[src/rtl/vga_axil_slave.sv]
`default_nettype none
// ============================================================================
// Module   : vga_axil_slave
// Purpose  : AXI4-Lite slave front-end for the VGA text controller. Terminates
//            the five AXI-Lite channels and converts them into the strobe
//            interface of the VGA top: registered write address/data/strobe
//            with a one-cycle write pulse, and a registered read address with
//            a one-cycle read request. Read data is captured a fixed number
//            of cycles after the request and returned on the R channel.
// Ports    : clk_i, rst_i               - clock, synchronous active-high reset
//            s_axil_aw*/w*/b*           - AXI-Lite write channels
//            s_axil_ar*/r*              - AXI-Lite read channels
//            axil_waddr_o/wdata_o/wstrb_o, axil_wready_o - write strobe side
//            axil_raddr_o, axil_rreq_o, axil_rdata_i     - read strobe side
// Options  : VGA_AXIL_SLVERR_EN - decode addresses and answer SLVERR for
//            accesses outside the text buffer / colour registers / font map.
// Revision : 1.0 - initial release
// ============================================================================
module vga_axil_slave #(
  parameter int C_AXI_DATA_WIDTH = 32,
  parameter int C_AXI_ADDR_WIDTH = 15,
  parameter int READ_LATENCY     = 2
) (
  input  logic                            clk_i,
  input  logic                            rst_i,
  input  logic                            s_axil_awvalid,
  output logic                            s_axil_awready,
  input  logic [C_AXI_ADDR_WIDTH-1:0]     s_axil_awaddr,
  input  logic                            s_axil_wvalid,
  output logic                            s_axil_wready,
  input  logic [C_AXI_DATA_WIDTH-1:0]     s_axil_wdata,
  input  logic [C_AXI_DATA_WIDTH/8-1:0]   s_axil_wstrb,
  output logic                            s_axil_bvalid,
  input  logic                            s_axil_bready,
  output logic [1:0]                      s_axil_bresp,
  input  logic                            s_axil_arvalid,
  output logic                            s_axil_arready,
  input  logic [C_AXI_ADDR_WIDTH-1:0]     s_axil_araddr,
  output logic                            s_axil_rvalid,
  input  logic                            s_axil_rready,
  output logic [C_AXI_DATA_WIDTH-1:0]     s_axil_rdata,
  output logic [1:0]                      s_axil_rresp,
  output logic [C_AXI_ADDR_WIDTH-1:0]     axil_waddr_o,
  output logic [C_AXI_DATA_WIDTH-1:0]     axil_wdata_o,
  output logic [C_AXI_DATA_WIDTH/8-1:0]   axil_wstrb_o,
  output logic                            axil_wready_o,
  output logic [C_AXI_ADDR_WIDTH-1:0]     axil_raddr_o,
  output logic                            axil_rreq_o,
  input  logic [C_AXI_DATA_WIDTH-1:0]     axil_rdata_i
);

  localparam logic [1:0] RESP_OKAY   = 2'b00;
  localparam logic [1:0] RESP_SLVERR = 2'b10;

  typedef enum logic [1:0] {
    S_IDLE = 2'd0,
    S_WAIT = 2'd1,
    S_RESP = 2'd2
  } rd_state_t;

  // --------------------------------------------------------------------------
  // Write path
  // --------------------------------------------------------------------------
  logic                          aw_full_q;
  logic [C_AXI_ADDR_WIDTH-1:0]   awaddr_q;
  logic                          w_full_q;
  logic [C_AXI_DATA_WIDTH-1:0]   wdata_q;
  logic [C_AXI_DATA_WIDTH/8-1:0] wstrb_q;
  logic                          issued_q;
  logic [1:0]                    bresp_pend_q;
  logic                          bvalid_q;
  logic [1:0]                    bresp_q;
  logic [C_AXI_ADDR_WIDTH-1:0]   waddr_out_q;
  logic [C_AXI_DATA_WIDTH-1:0]   wdata_out_q;
  logic [C_AXI_DATA_WIDTH/8-1:0] wstrb_out_q;
  logic                          wpulse_q;

  logic wr_ok;
  logic rd_ok;
  logic w_issue;

`ifdef VGA_AXIL_SLVERR_EN
  // bit14: text buffer (600 words); bit13: colour registers; else font memory
  assign wr_ok = awaddr_q[14] ? (awaddr_q[13:0] < 14'h0960) :
                 awaddr_q[13] ? (awaddr_q[12:0] <= 13'h0014) : 1'b1;
  assign rd_ok = s_axil_araddr[14] ? (s_axil_araddr[13:0] < 14'h0960) :
                 s_axil_araddr[13] ? (s_axil_araddr[12:0] <= 13'h0014) : 1'b1;
`else
  assign wr_ok = 1'b1;
  assign rd_ok = 1'b1;
`endif

  // The VGA top re-samples the write outputs one cycle after the pulse, so a
  // new issue is suppressed in the cycle directly after an issue. That same
  // gap lets bvalid be raised one cycle after the pulse without the issue
  // condition missing a response that is still in flight.
  assign w_issue = aw_full_q & w_full_q & (~bvalid_q | s_axil_bready) & ~issued_q;

  assign s_axil_awready = ~aw_full_q;
  assign s_axil_wready  = ~w_full_q;
  assign s_axil_bvalid  = bvalid_q;
  assign s_axil_bresp   = bresp_q;
  assign axil_waddr_o   = waddr_out_q;
  assign axil_wdata_o   = wdata_out_q;
  assign axil_wstrb_o   = wstrb_out_q;
  assign axil_wready_o  = wpulse_q;

  always_ff @(posedge clk_i) begin
    if (rst_i) begin
      aw_full_q    <= 1'b0;
      awaddr_q     <= '0;
      w_full_q     <= 1'b0;
      wdata_q      <= '0;
      wstrb_q      <= '0;
      issued_q     <= 1'b0;
      bresp_pend_q <= RESP_OKAY;
      bvalid_q     <= 1'b0;
      bresp_q      <= RESP_OKAY;
      waddr_out_q  <= '0;
      wdata_out_q  <= '0;
      wstrb_out_q  <= '0;
      wpulse_q     <= 1'b0;
    end else begin
      // Holding flags cannot be set and cleared in the same cycle: an issue
      // needs the flag set, which also deasserts the channel's ready.
      if (s_axil_awvalid && !aw_full_q) begin
        aw_full_q <= 1'b1;
        awaddr_q  <= s_axil_awaddr;
      end else if (w_issue) begin
        aw_full_q <= 1'b0;
      end

      if (s_axil_wvalid && !w_full_q) begin
        w_full_q <= 1'b1;
        wdata_q  <= s_axil_wdata;
        wstrb_q  <= s_axil_wstrb;
      end else if (w_issue) begin
        w_full_q <= 1'b0;
      end

      issued_q <= w_issue;
      wpulse_q <= w_issue & wr_ok;

      if (w_issue) begin
        bresp_pend_q <= wr_ok ? RESP_OKAY : RESP_SLVERR;
        if (wr_ok) begin
          waddr_out_q <= awaddr_q;
          wdata_out_q <= wdata_q;
          wstrb_out_q <= wstrb_q;
        end
      end

      if (issued_q) begin
        bvalid_q <= 1'b1;
        bresp_q  <= bresp_pend_q;
      end else if (s_axil_bready) begin
        bvalid_q <= 1'b0;
      end
    end
  end

  // --------------------------------------------------------------------------
  // Read path
  // --------------------------------------------------------------------------
  rd_state_t                   state_q;
  rd_state_t                   state_d;
  logic [2:0]                  cnt_q;
  logic [2:0]                  cnt_d;
  logic [C_AXI_ADDR_WIDTH-1:0] raddr_q;
  logic                        rreq_q;
  logic                        rerr_q;
  logic [C_AXI_DATA_WIDTH-1:0] rdata_q;
  logic [1:0]                  rresp_q;
  logic                        ar_hs;

  assign s_axil_arready = (state_q == S_IDLE);
  assign s_axil_rvalid  = (state_q == S_RESP);
  assign s_axil_rdata   = rdata_q;
  assign s_axil_rresp   = rresp_q;
  assign axil_raddr_o   = raddr_q;
  assign axil_rreq_o    = rreq_q;
  assign ar_hs          = s_axil_arvalid & (state_q == S_IDLE);

  always_comb begin
    state_d = state_q;
    cnt_d   = cnt_q;
    case (state_q)
      S_IDLE: begin
        if (s_axil_arvalid) begin
          state_d = S_WAIT;
          cnt_d   = 3'(READ_LATENCY - 1);
        end
      end
      S_WAIT: begin
        if (cnt_q == 3'd0) begin
          state_d = S_RESP;
        end else begin
          cnt_d = cnt_q - 3'd1;
        end
      end
      S_RESP: begin
        if (s_axil_rready) begin
          state_d = S_IDLE;
        end
      end
      default: state_d = S_IDLE;
    endcase
  end

  always_ff @(posedge clk_i) begin
    if (rst_i) begin
      state_q <= S_IDLE;
      cnt_q   <= 3'd0;
      raddr_q <= '0;
      rreq_q  <= 1'b0;
      rerr_q  <= 1'b0;
      rdata_q <= '0;
      rresp_q <= RESP_OKAY;
    end else begin
      state_q <= state_d;
      cnt_q   <= cnt_d;
      rreq_q  <= ar_hs & rd_ok;
      if (ar_hs) begin
        raddr_q <= s_axil_araddr;
        rerr_q  <= ~rd_ok;
      end
      // A rejected read still walks through WAIT so the response timing
      // does not depend on whether the address decoded.
      if (state_q == S_WAIT && cnt_q == 3'd0) begin
        rdata_q <= rerr_q ? '0 : axil_rdata_i;
        rresp_q <= rerr_q ? RESP_SLVERR : RESP_OKAY;
      end
    end
  end

endmodule
`default_nettype wire
[config.mk]
export PLATFORM = sky130hd
export DESIGN_NAME = vga_axil_slave
export DESIGN_NICKNAME = d
export VERILOG_FILES = /design/src/rtl/vga_axil_slave.sv
export SDC_FILE = /design/constraint.sdc
export NUM_CORES = 1
export LEC_CHECK = 0
export CAP_MARGIN = 15
export CORE_AREA = 5 5 108 120
export CTS_BUF_LIST = sky130_fd_sc_hd__clkbuf_2 sky130_fd_sc_hd__clkbuf_4 sky130_fd_sc_hd__clkbuf_8
export DETAILED_ROUTE_END_ITERATION = 6
export DIE_AREA = 0 0 113 125
export PLACE_DENSITY = 0.9
export SLEW_MARGIN = 20
export SYNTH_ARGS = -nofsm -noshare
export SYNTH_HDL_FRONTEND = slang
export SYNTH_SLANG_ARGS = --single-unit
[constraint.sdc]
create_clock -name clk_i -period 4.32 [get_ports clk_i]
set_input_delay 0.648 -clock clk_i [delete_from_list [all_inputs] [get_ports clk_i]]
set_output_delay 0.648 -clock clk_i [all_outputs]
set_load 0.1 [all_outputs]
==> results of run 1 <==
[layout make-up]
cell class	instances	area (sq um)	area share
timing repair buffer	216	2142	0.2695
tap	154	192.7	0.02424
clock inverter	13	128.9	0.01622
multi-input combinational	371	2027	0.2550
inverter	5	18.77	0.002361
sequential	159	3183	0.4005
clock buffer	19	255.2	0.03212
[path summary, 6_finish.rpt]
| kind | cells after the start | start | to | slack, ps |
|---|---|---|---|---|
| setup reg to reg | 4 | s_axil_bvalid | axil_wdata_o[11] | 2430 |
| hold reg to reg | 2 | s_axil_rdata[21] | s_axil_rdata[21] | 460 |
| hold / removal | 2 | rst_i | s_axil_bvalid | 460 |
| setup / recovery | 2 | state_q[1] | s_axil_rvalid | 1300 |
[cell families after synthesis]
kind of cell             Yosys count  share of synthesized area
AO/OA/AOI/OAI                    145                     0.1732
flip-flops                       159                     0.5843
multiplexers                      15                    0.02756
buffers and inverters             52                    0.05282
AND/OR/NAND/NOR                  205                     0.1569
adder cells (fa/ha/maj)            2                   0.004593
other                              1                  0.0006884
[worst max-delay path: stages (launching register included)]
cell,delay [ps]
dfxtp_1,540
nor2b_1,220
clkdlybuf4s50_1,1170
[where the power goes]
| group | switching [W] | internal (W) | total (W) |
|---|---|---|---|
| combinational | 0.000526 | 0.000235 | 0.000760 |
| clock | 0.000556 | 0.000489 | 0.00104 |
| sequential | 0.0000490 | 0.00154 | 0.00159 |
| total | 0.00113 | 0.00226 | 0.00339 |
[metrics by stage]
stage / hold slack [ps] / cells / worst slack [ps]
floorplan: 436.5 / 582 / 1833
global placement: 441.9 / 905 / 1685
detailed placement: 447.4 / 905 / 1599
CTS: 429.1 / 937 / 1289
global route: 430.9 / 937 / 1231
finish: 455.3 / 937 / 1305
[cell usage after synthesis, types with 3 or more instances]
cell type and number:
nand2_1 166, a21oi_1 86, dfxtp_1 159, o21a_1 3, a22o_1 48, nor2_1 18, buf_2 11, mux2i_1 15
clkbuf_1 20, nand2b_1 5, nor2b_1 6, a22o_2 3, inv_1 5, buf_4 10, buf_6 5
[cells in the final DEF, fill, tap and decap left out, drive strengths merged, types with 4 or more instances in the layout]
master and count:
buf 8, nand2b 5, conb 4, nand2 167, mux2i 15, dfxtp 159, nor2b 6, a21oi 86
inv 10, clkinvlp 4, a22o 51, nor2 18, clkbuf 19, clkdlybuf4s50 208
[state kept, by name, indices dropped and copies added (netlist names), 2 cells and up]
signal	count
axil_wdata_o	32
s_axil_rdata	32
wdata_q	32
awaddr_q	15
axil_raddr_o	15
axil_waddr_o	15
axil_wstrb_o	4
wstrb_q	4
cnt_q	3
state_q	2
[routing by layer]
metal  vias to the layer above  track usage  wire [microns]  part of all wire
met5                         -            0               0                 0
met4                         0      0.06506             187             0.013
met3                        21      0.09860            1699              0.11
met2                       244       0.3393            7296              0.49
met1                      2253       0.2289            5668              0.38
li1                       2320            -               -                 -
==> results.py, run 1 <==
metrics = {
    "synthesis": {
        "netlist.area_leader.share": 0.5843,
        "synth_area_leader_cell": "dfxtp_1",
        "synthCells": 579,
        "synth_cell_types": 31,
        "synth.avg_cell_area_sq_um": 9.409,
        "ys_seq_area_frac": 0.5843,
        "synth_seq_cells": 159,
        "synth_edf_count": 0,
        "syn_area_sq_mm": 0.005448,
        "synth.area.top_cells": "dfxtp_1, nand2_1, a21oi_1",
        "async_reset_ff_frac": 0,
        "yosys_warnings": 0,
        "synth-main-ff-cell": "dfxtp_1",
    },
    "worst_hold_path": {
        "hold_class": "in -> reg",
    },
    "clock_network": {
        "path_clk_slew_ps": 80,
        "cts_sinks": 159,
        "ctsResizeCount": 0,
        "cts_made_buffers": 17,
        "postCtsHoldBufs": 0,
        "cts_htree_levels": 4,
        "cts_max_path_buffers": 2,
        "postCtsSetupBuffers": 0,
        "cts_tree": "yes",
        "insertion_delay_ps": 430,
        "cts_root_buf": "clkbuf_8",
    },
    "finish": {
        "antenna_cells": 0,
        "synthToLayoutAreaGrowth_pct": 45.89,
        "stdcell_area_sq_mm": 0.007948,
        "utilization": 0.6782,
        "fillCellCount": 870,
        "nets": 877,
        "drive_gt1_frac": 0.06513,
    },
    "drt": {
        "postRouteAntennaNets": 0,
        "vias": 4838,
        "drcViolationCount": 0,
        "drtIter0Drc": 280,
        "wl_per_cell_microns": 15.85,
        "vias_per_cell": 5.163,
        "drt-total-wl_microns": 14850,
        "firstDrtPassIters": 5,
    },
    "grt": {
        "grtUsageTotal": 0.2037,
        "grt_pass1_vias": 4843,
        "grt_first_pass_wirelength_microns": 23540,
        "grt_overflow_total": 0,
        "grt_antenna_before_repair": 0,
        "grt_max_degree": 106,
    },
    "power_and_ir_drop": {
        "total_power_w": 0.003395,
        "p_leak_nw": 2.957,
        "p_per_area_mw_per_mm2": 427.2,
        "irDropWorstVdd_uv": 233.5,
    },
    "timing": {
        "skew_ps": 11.99,
        "period_share": 0.6979,
        "finalSetupTns_ps": 0,
        "max-slew-margin-rel": 0.2815,
        "tightest_slew_ps": 1078,
        "hold_viol": 0,
        "finalMaxSlewViolations": 0,
        "fin_crit_ps": 3015,
        "finalSetupViolCount": 0,
        "rsz0062_at_grt": "false",
        "clock.fmax_mhz": 331.7,
    },
    "placement": {
        "hpwl_microns": 10670,
        "numPortBuffers": 209,
        "dpl_cell_area_sq_mm": 0.007564,
        "gp_congestion": 0.7912,
    },
    "floorplanning": {
        "ioPinCount": 214,
        "die_w_microns": 113,
        "start_util": 0.4649,
        "die-area_sq_mm": 0.01413,
        "rows": 42,
        "coreArea_sq_mm": 0.01172,
        "die_h_microns": 125,
    },
    "run": {
        "cap_violations": 0,
    },
    "worst_setup_path": {
        "path_class": "reg -> out",
        "worstPathRequired_ps": 3670,
        "crit_path_start_kind": "flip-flop",
        "cp-end-kind": "output pin",
        "arrival_ps": 2370,
        "crit_fanout": 10,
    },
    "outcome": {
        "run_status": "finished, final reports clean",
    },
}
Note: power is estimated with default switching activity, not from simulation.
==> inputs of run 2 (changes only) <==
--- a/config.mk
+++ b/config.mk
@@ -6,11 +6,11 @@
 export NUM_CORES = 1
 export LEC_CHECK = 0
 export CAP_MARGIN = 15
-export CORE_AREA = 5 5 108 120
+export CORE_AREA = 5 5 118 131
 export CTS_BUF_LIST = sky130_fd_sc_hd__clkbuf_2 sky130_fd_sc_hd__clkbuf_4 sky130_fd_sc_hd__clkbuf_8
 export DETAILED_ROUTE_END_ITERATION = 6
-export DIE_AREA = 0 0 113 125
-export PLACE_DENSITY = 0.9
+export DIE_AREA = 0 0 123 136
+export PLACE_DENSITY = 0.8
 export SLEW_MARGIN = 20
 export SYNTH_ARGS = -nofsm -noshare
 export SYNTH_HDL_FRONTEND = slang
==> constraint.sdc (replaced) <==
create_clock -name clk_i -period 2.65 [get_ports clk_i]
set_input_delay 0.3975 -clock clk_i [delete_from_list [all_inputs] [get_ports clk_i]]
set_output_delay 0.3975 -clock clk_i [all_outputs]
set_load 0.1 [all_outputs]
==> run 2 against run 1 <==
Effect of this change:
- sequential power grew 63%
- setup slack lost 590 ps
- wire length shrank 5.4%
- register-to-register slack lost 1300 ps
- clock skew shrank 1.9 ps
- count of clock-buffer cells in the layout shrank 2
- final cell count grew 4.3%
- first-iteration DRC count shrank 4.6%
- worst hold slack lost 22 ps
- largest cell class unchanged
- highest routed layer is now met5
==> results.py, run 2 (same netlist as run 1, synthesis figures left out) <==
metrics = {
    "outcome": {
        "run_status": "finished, final reports clean",
    },
    "drt": {
        "drtIter0Drc": 267,
        "vias_per_cell": 4.758,
        "drt-total-wl_microns": 14060,
        "postRouteAntennaNets": 0,
        "drcViolationCount": 0,
        "firstDrtPassIters": 4,
        "vias": 4649,
        "wl_per_cell_microns": 14.39,
    },
    "worst_setup_path": {
        "cp-end-kind": "output pin",
        "arrival_ps": 1540,
        "path_class": "reg -> out",
        "crit_path_start_kind": "flip-flop",
        "cp_cell_sequence": "nor2b_1 > buf_4",
        "crit_family": "flip-flops",
        "crit_fanout": 10,
        "slowest_delay_ps": 550,
        "cp-startpoint": "state_q[1]",
        "worstReg2RegEnd": "axil_waddr_o[12]",
        "worstReg2RegStart": "w_full_q",
        "worstPathRequired_ps": 2250,
        "critPathBufInv": 1,
        "r2r_setup_slack_ps": 1100,
        "crit_slowest_cell": "dfxtp_1",
        "rr_worst_depth": 4,
    },
    "power_and_ir_drop": {
        "p_per_area_mw_per_mm2": 716.9,
        "p_leak_nw": 3.187,
        "irDropWorstVdd_uv": 379.9,
    },
    "clock_network": {
        "cts_htree_levels": 4,
        "path_clk_slew_ps": 90,
        "cts_made_buffers": 17,
        "cts_tree": "yes",
        "postCtsSetupBuffers": 0,
        "postCtsHoldBufs": 0,
        "insertion_delay_ps": 440,
        "cts_sinks": 159,
        "cts_root_buf": "clkbuf_8",
        "ctsResizeCount": 0,
        "cts_max_path_buffers": 2,
    },
    "placement": {
        "gp_congestion": 0.7604,
        "pre_cts_slack_ps": 635.2,
        "hpwl_microns": 9800,
        "dp_cells": 945,
        "numPortBuffers": 209,
        "dpl_cell_area_sq_mm": 0.007386,
    },
    "timing": {
        "period_share": 0.7298,
        "setup_ws_ps": 716.0,
        "hold_ws_ps": 433.6,
        "finalSetupTns_ps": 0,
        "fin_crit_ps": 1934,
        "tightest_slew_ps": 688.2,
        "max-slew-margin-rel": 0.5412,
        "rsz0062_at_grt": "false",
        "skew_ps": 10.07,
        "clock.fmax_mhz": 517.1,
        "hold_viol": 0,
        "finalSetupViolCount": 0,
        "finalMaxSlewViolations": 0,
    },
    "floorplanning": {
        "ioPinCount": 214,
        "die_h_microns": 136,
        "coreArea_sq_mm": 0.01410,
        "die_w_microns": 123,
        "rows": 46,
        "start_util": 0.3863,
        "die-area_sq_mm": 0.01673,
    },
    "grt": {
        "grt_overflow_total": 0,
        "grt_pass1_vias": 4522,
        "grtUsageTotal": 0.1686,
        "grt_first_pass_wirelength_microns": 22320,
        "grt_antenna_before_repair": 1,
        "grt_max_degree": 63,
    },
    "finish": {
        "layout_common_cells": "nand2_1, dfxtp_1, buf_4, clkdlybuf4s50_1, a21oi_1",
        "drive_gt1_frac": 0.2000,
        "fillCellCount": 1250,
        "multi_input_area_sq_mm": 0.002024,
        "mostFrequentLayoutCell": "nand2_1",
        "synthToLayoutAreaGrowth_pct": 43.11,
        "stdcell_area_sq_mm": 0.007796,
        "nets": 879,
        "final_cells": 977,
        "register_area_sq_mm": 0.003183,
        "antenna_cells": 0,
    },
    "run": {
        "cap_violations": 0,
    },
    "worst_hold_path": {
        "hp-start": "rst_i",
        "min_path_cells": 2,
        "whs_endpoint": "axil_raddr_o[10]",
        "hold_class": "in -> reg",
    },
}
run 2: changes by cell type in the layout (fill, tap and decap cells not counted), moves of 2 or more:
cell	delta
inv_8	+4
clkdlybuf4s50_1	-105
buf_4	+105
buf_12	+2
clkinv_8	+2
inv_6	-3
run 2: routing by layer:
metal | track usage | share of wire
met5 | 0 | 0.00050
met4 | 0.04923 | 0.0075
met3 | 0.08864 | 0.12
met2 | 0.2692 | 0.45
met1 | 0.1970 | 0.42
run 2: how the worst max path moves through the flow:
stage                     slack, ps               to  cells past startpoint
final                           720    s_axil_rvalid                      2
after global routing            570    s_axil_rvalid                      2
after CTS                       660    s_axil_rvalid                      2
after detailed placement        640  axil_wdata_o[8]                      5
after global placement          690  axil_wstrb_o[3]                      5
after floorplan                 410    s_axil_rvalid                      2
run 2: final cells by class:
| cell class | count | area share |
|---|---|---|
| flip-flops and latches | 159 | 0.4083 |
| multi-input cells | 371 | 0.2597 |
| repair buffers | 218 | 0.2462 |
| well taps | 192 | 0.03081 |
| clock buffers | 17 | 0.03001 |
| clock inverters | 15 | 0.02263 |
| inverters | 5 | 0.002407 |
run 2: stage by stage:
| stage | power, W | utilization |
|---|---|---|
| after floorplan | 0.003508 | - |
| after global placement | 0.003849 | 0.5238 |
| after detailed placement | 0.003861 | 0.5238 |
| after CTS | 0.005672 | 0.5529 |
| after global routing | 0.005855 | 0.5529 |
| final | 0.005589 | 0.5529 |
run 2: power breakdown:
group          switching, W  leakage [nW]  internal (W)
clock              0.000998         0.198      0.000795
sequential        0.0000752          1.30       0.00251
combinational      0.000847          1.69      0.000362
total               0.00192          3.19       0.00367
==> inputs of run 3 (changes only) <==
==> constraint.sdc (replaced) <==
create_clock -name clk_i -period 1.57 [get_ports clk_i]
set_input_delay 0.2355 -clock clk_i [delete_from_list [all_inputs] [get_ports clk_i]]
set_output_delay 0.2355 -clock clk_i [all_outputs]
set_load 0.1 [all_outputs]
==> run 3 against run 2 <==
Effect of this change:
- core utilization up 11 points
- die area unchanged
- sequential share of layout area decreased by 6.4 points
- via count increased by 2.5%
- combinational power increased by 100%
- clock skew grew 2.5 ps
- sequential power is 71% higher
- critical endpoint is now s_axil_awready
- highest routed layer unchanged
==> results.py, run 3 (same netlist as run 1, synthesis figures left out) <==
metrics = {
    "timing": {
        "skew_ps": 12.52,
        "hold_viol": 0,
        "tightest_slew_ps": 569.4,
        "max-slew-margin-rel": 0.6204,
        "finalSetupViolCount": 0,
        "finalSetupTns_ps": 0,
        "finalMaxSlewViolations": 0,
        "fin_crit_ps": 1486,
        "period_share": 0.9467,
        "hold_ws_ps": 110.8,
        "rsz0062_at_grt": "false",
        "clock.fmax_mhz": 672.8,
    },
    "finish": {
        "antenna_cells": 0,
        "synthToLayoutAreaGrowth_pct": 70.58,
        "drive_gt1_frac": 0.2206,
        "nets": 892,
        "layout_common_cells": "nand2_1, dfxtp_1, buf_12, clkdlybuf4s50_1, a21oi_1",
        "mostFrequentLayoutCell": "nand2_1",
    },
    "drt": {
        "firstDrtPassIters": 4,
        "wl_per_cell_microns": 15.52,
        "postRouteAntennaNets": 0,
        "drcViolationCount": 0,
        "drtIter0Drc": 289,
        "vias": 4765,
        "vias_per_cell": 4.813,
        "drt-total-wl_microns": 15360,
    },
    "floorplanning": {
        "start_util": 0.3863,
        "ioPinCount": 214,
        "rows": 46,
        "die_h_microns": 136,
        "coreArea_sq_mm": 0.01410,
        "die-area_sq_mm": 0.01673,
        "die_w_microns": 123,
    },
    "worst_hold_path": {
        "hp-start": "rst_i",
        "min_path_cells": 2,
        "whs_endpoint": "wdata_q[2]",
        "hold_class": "in -> reg",
    },
    "worst_setup_path": {
        "worstPathRequired_ps": 1330,
        "crit_path_start_kind": "flip-flop",
        "crit_family": "flip-flops",
        "cp-end-kind": "output pin",
        "worstReg2RegEnd": "s_axil_rdata[14]",
        "crit_slowest_cell": "dfxtp_1",
        "r2r_setup_slack_ps": 130,
        "cp_cell_sequence": "inv_1 > buf_12",
        "rr_worst_depth": 7,
        "arrival_ps": 1250,
        "path_class": "reg -> out",
        "crit_fanout": 6,
        "slowest_delay_ps": 500,
        "worstReg2RegStart": "cnt_q[0]",
        "critPathBufInv": 2,
    },
    "power_and_ir_drop": {
        "p_sw_w": 0.003350,
        "internal_power_w": 0.006577,
        "combPwrFrac": 0.250,
        "switching_share": 0.3375,
        "p_per_area_mw_per_mm2": 1068,
        "pwr-share-seq": 0.445,
        "p_leak_nw": 3.589,
        "irDropWorstVdd_uv": 638.6,
        "p_clk_frac": 0.304,
    },
    "clock_network": {
        "insertion_delay_ps": 450,
        "cts_max_path_buffers": 2,
        "postCtsHoldBufs": 0,
        "cts_made_buffers": 17,
        "path_clk_slew_ps": 90,
        "cts_htree_levels": 4,
        "cts_tree": "yes",
        "cts_sinks": 159,
        "cts_root_buf": "clkbuf_8",
    },
    "grt": {
        "grt_antenna_before_repair": 1,
        "met2_usage": 0.2957,
        "use_met3": 0.1007,
        "grt_first_pass_wirelength_microns": 23720,
        "met1_usage": 0.2014,
        "grtUsageTotal": 0.1811,
        "grt_overflow_total": 0,
        "busiest_layer": "met2",
        "grt_max_degree": 53,
        "grt_pass1_vias": 4760,
    },
    "placement": {
        "hpwl_microns": 10980,
        "gp_congestion": 0.7805,
        "numPortBuffers": 209,
    },
    "run": {
        "cap_violations": 0,
    },
    "outcome": {
        "run_status": "finished, final reports clean",
    },
}
[run 3: worst max path at each step]
stage | startpoint | end | depth (start not counted)
6_report | aw_full_q | s_axil_awready | 2
5_1_grt | aw_full_q | s_axil_awready | 2
4_1_cts | state_q[1] | s_axil_rvalid | 2
3_5_place_dp | s_axil_bready | axil_wdata_o[4] | 5
3_3_place_gp | s_axil_bready | axil_waddr_o[7] | 5
2_1_floorplan | state_q[1] | state_q[1] | 4
[run 3: layout make-up]
| type | instances | area (sq um) |
|---|---|---|
| inverters | 5 | 18.77 |
| multi-input cells | 371 | 2034 |
| clock inverters | 15 | 171.4 |
| well taps | 192 | 240.2 |
| repair buffers | 231 | 3398 |
| fillers | 1076 | 4808 |
| clock buffers | 17 | 234.0 |
| flip-flops and latches | 159 | 3196 |
[run 3: power groups by stage]
stage | logic (W) | registers [W] | clock network (W)
floorplan | 0.000673 | 0.00525 | 0
global placement | 0.00243 | 0.00451 | 0
detailed placement | 0.00245 | 0.00452 | 0
CTS | 0.00246 | 0.00443 | 0.00312
global route | 0.00260 | 0.00445 | 0.00333
finish | 0.00248 | 0.00442 | 0.00302
[run 3: worst reg2reg max path, stage by stage, from the launching register on]
cell and delay [ps]:
dfxtp_1 330, inv_1 80, ha_2 230, nor4bb_4 200
buf_4 180, clkbuf_16 170, nand2_1 60, a21oi_1 110
[run 3: metal layers]
layer | vias to the layer above | wire length (microns)
met2 | 193 | 7225
met5 | - | 14
met1 | 2184 | 5983
met3 | 24 | 1890
li1 | 2362 | -
met4 | 2 | 250
[run 3: metrics by stage]
stage                     setup slack (ps)  std cells  utilization  instance area, sq um  total power [W]
after floorplan                     -70.40        582            -                  5472         0.005922
after CTS                            35.41        986       0.6555                  9243          0.01001
final                                83.64        990       0.6590                  9293         0.009927
after global routing                0.2307        990       0.6590                  9293          0.01039
after global placement              -106.1        954       0.6260                  8827         0.006936
after detailed placement            -149.0        954       0.6260                  8827         0.006973
[run 3: repair_timing]
action	in CTS	in global routing
cloned	0	1
endpoints found under the setup margin	3	3
gates resized for setup	4	1
buffers inserted	0	3
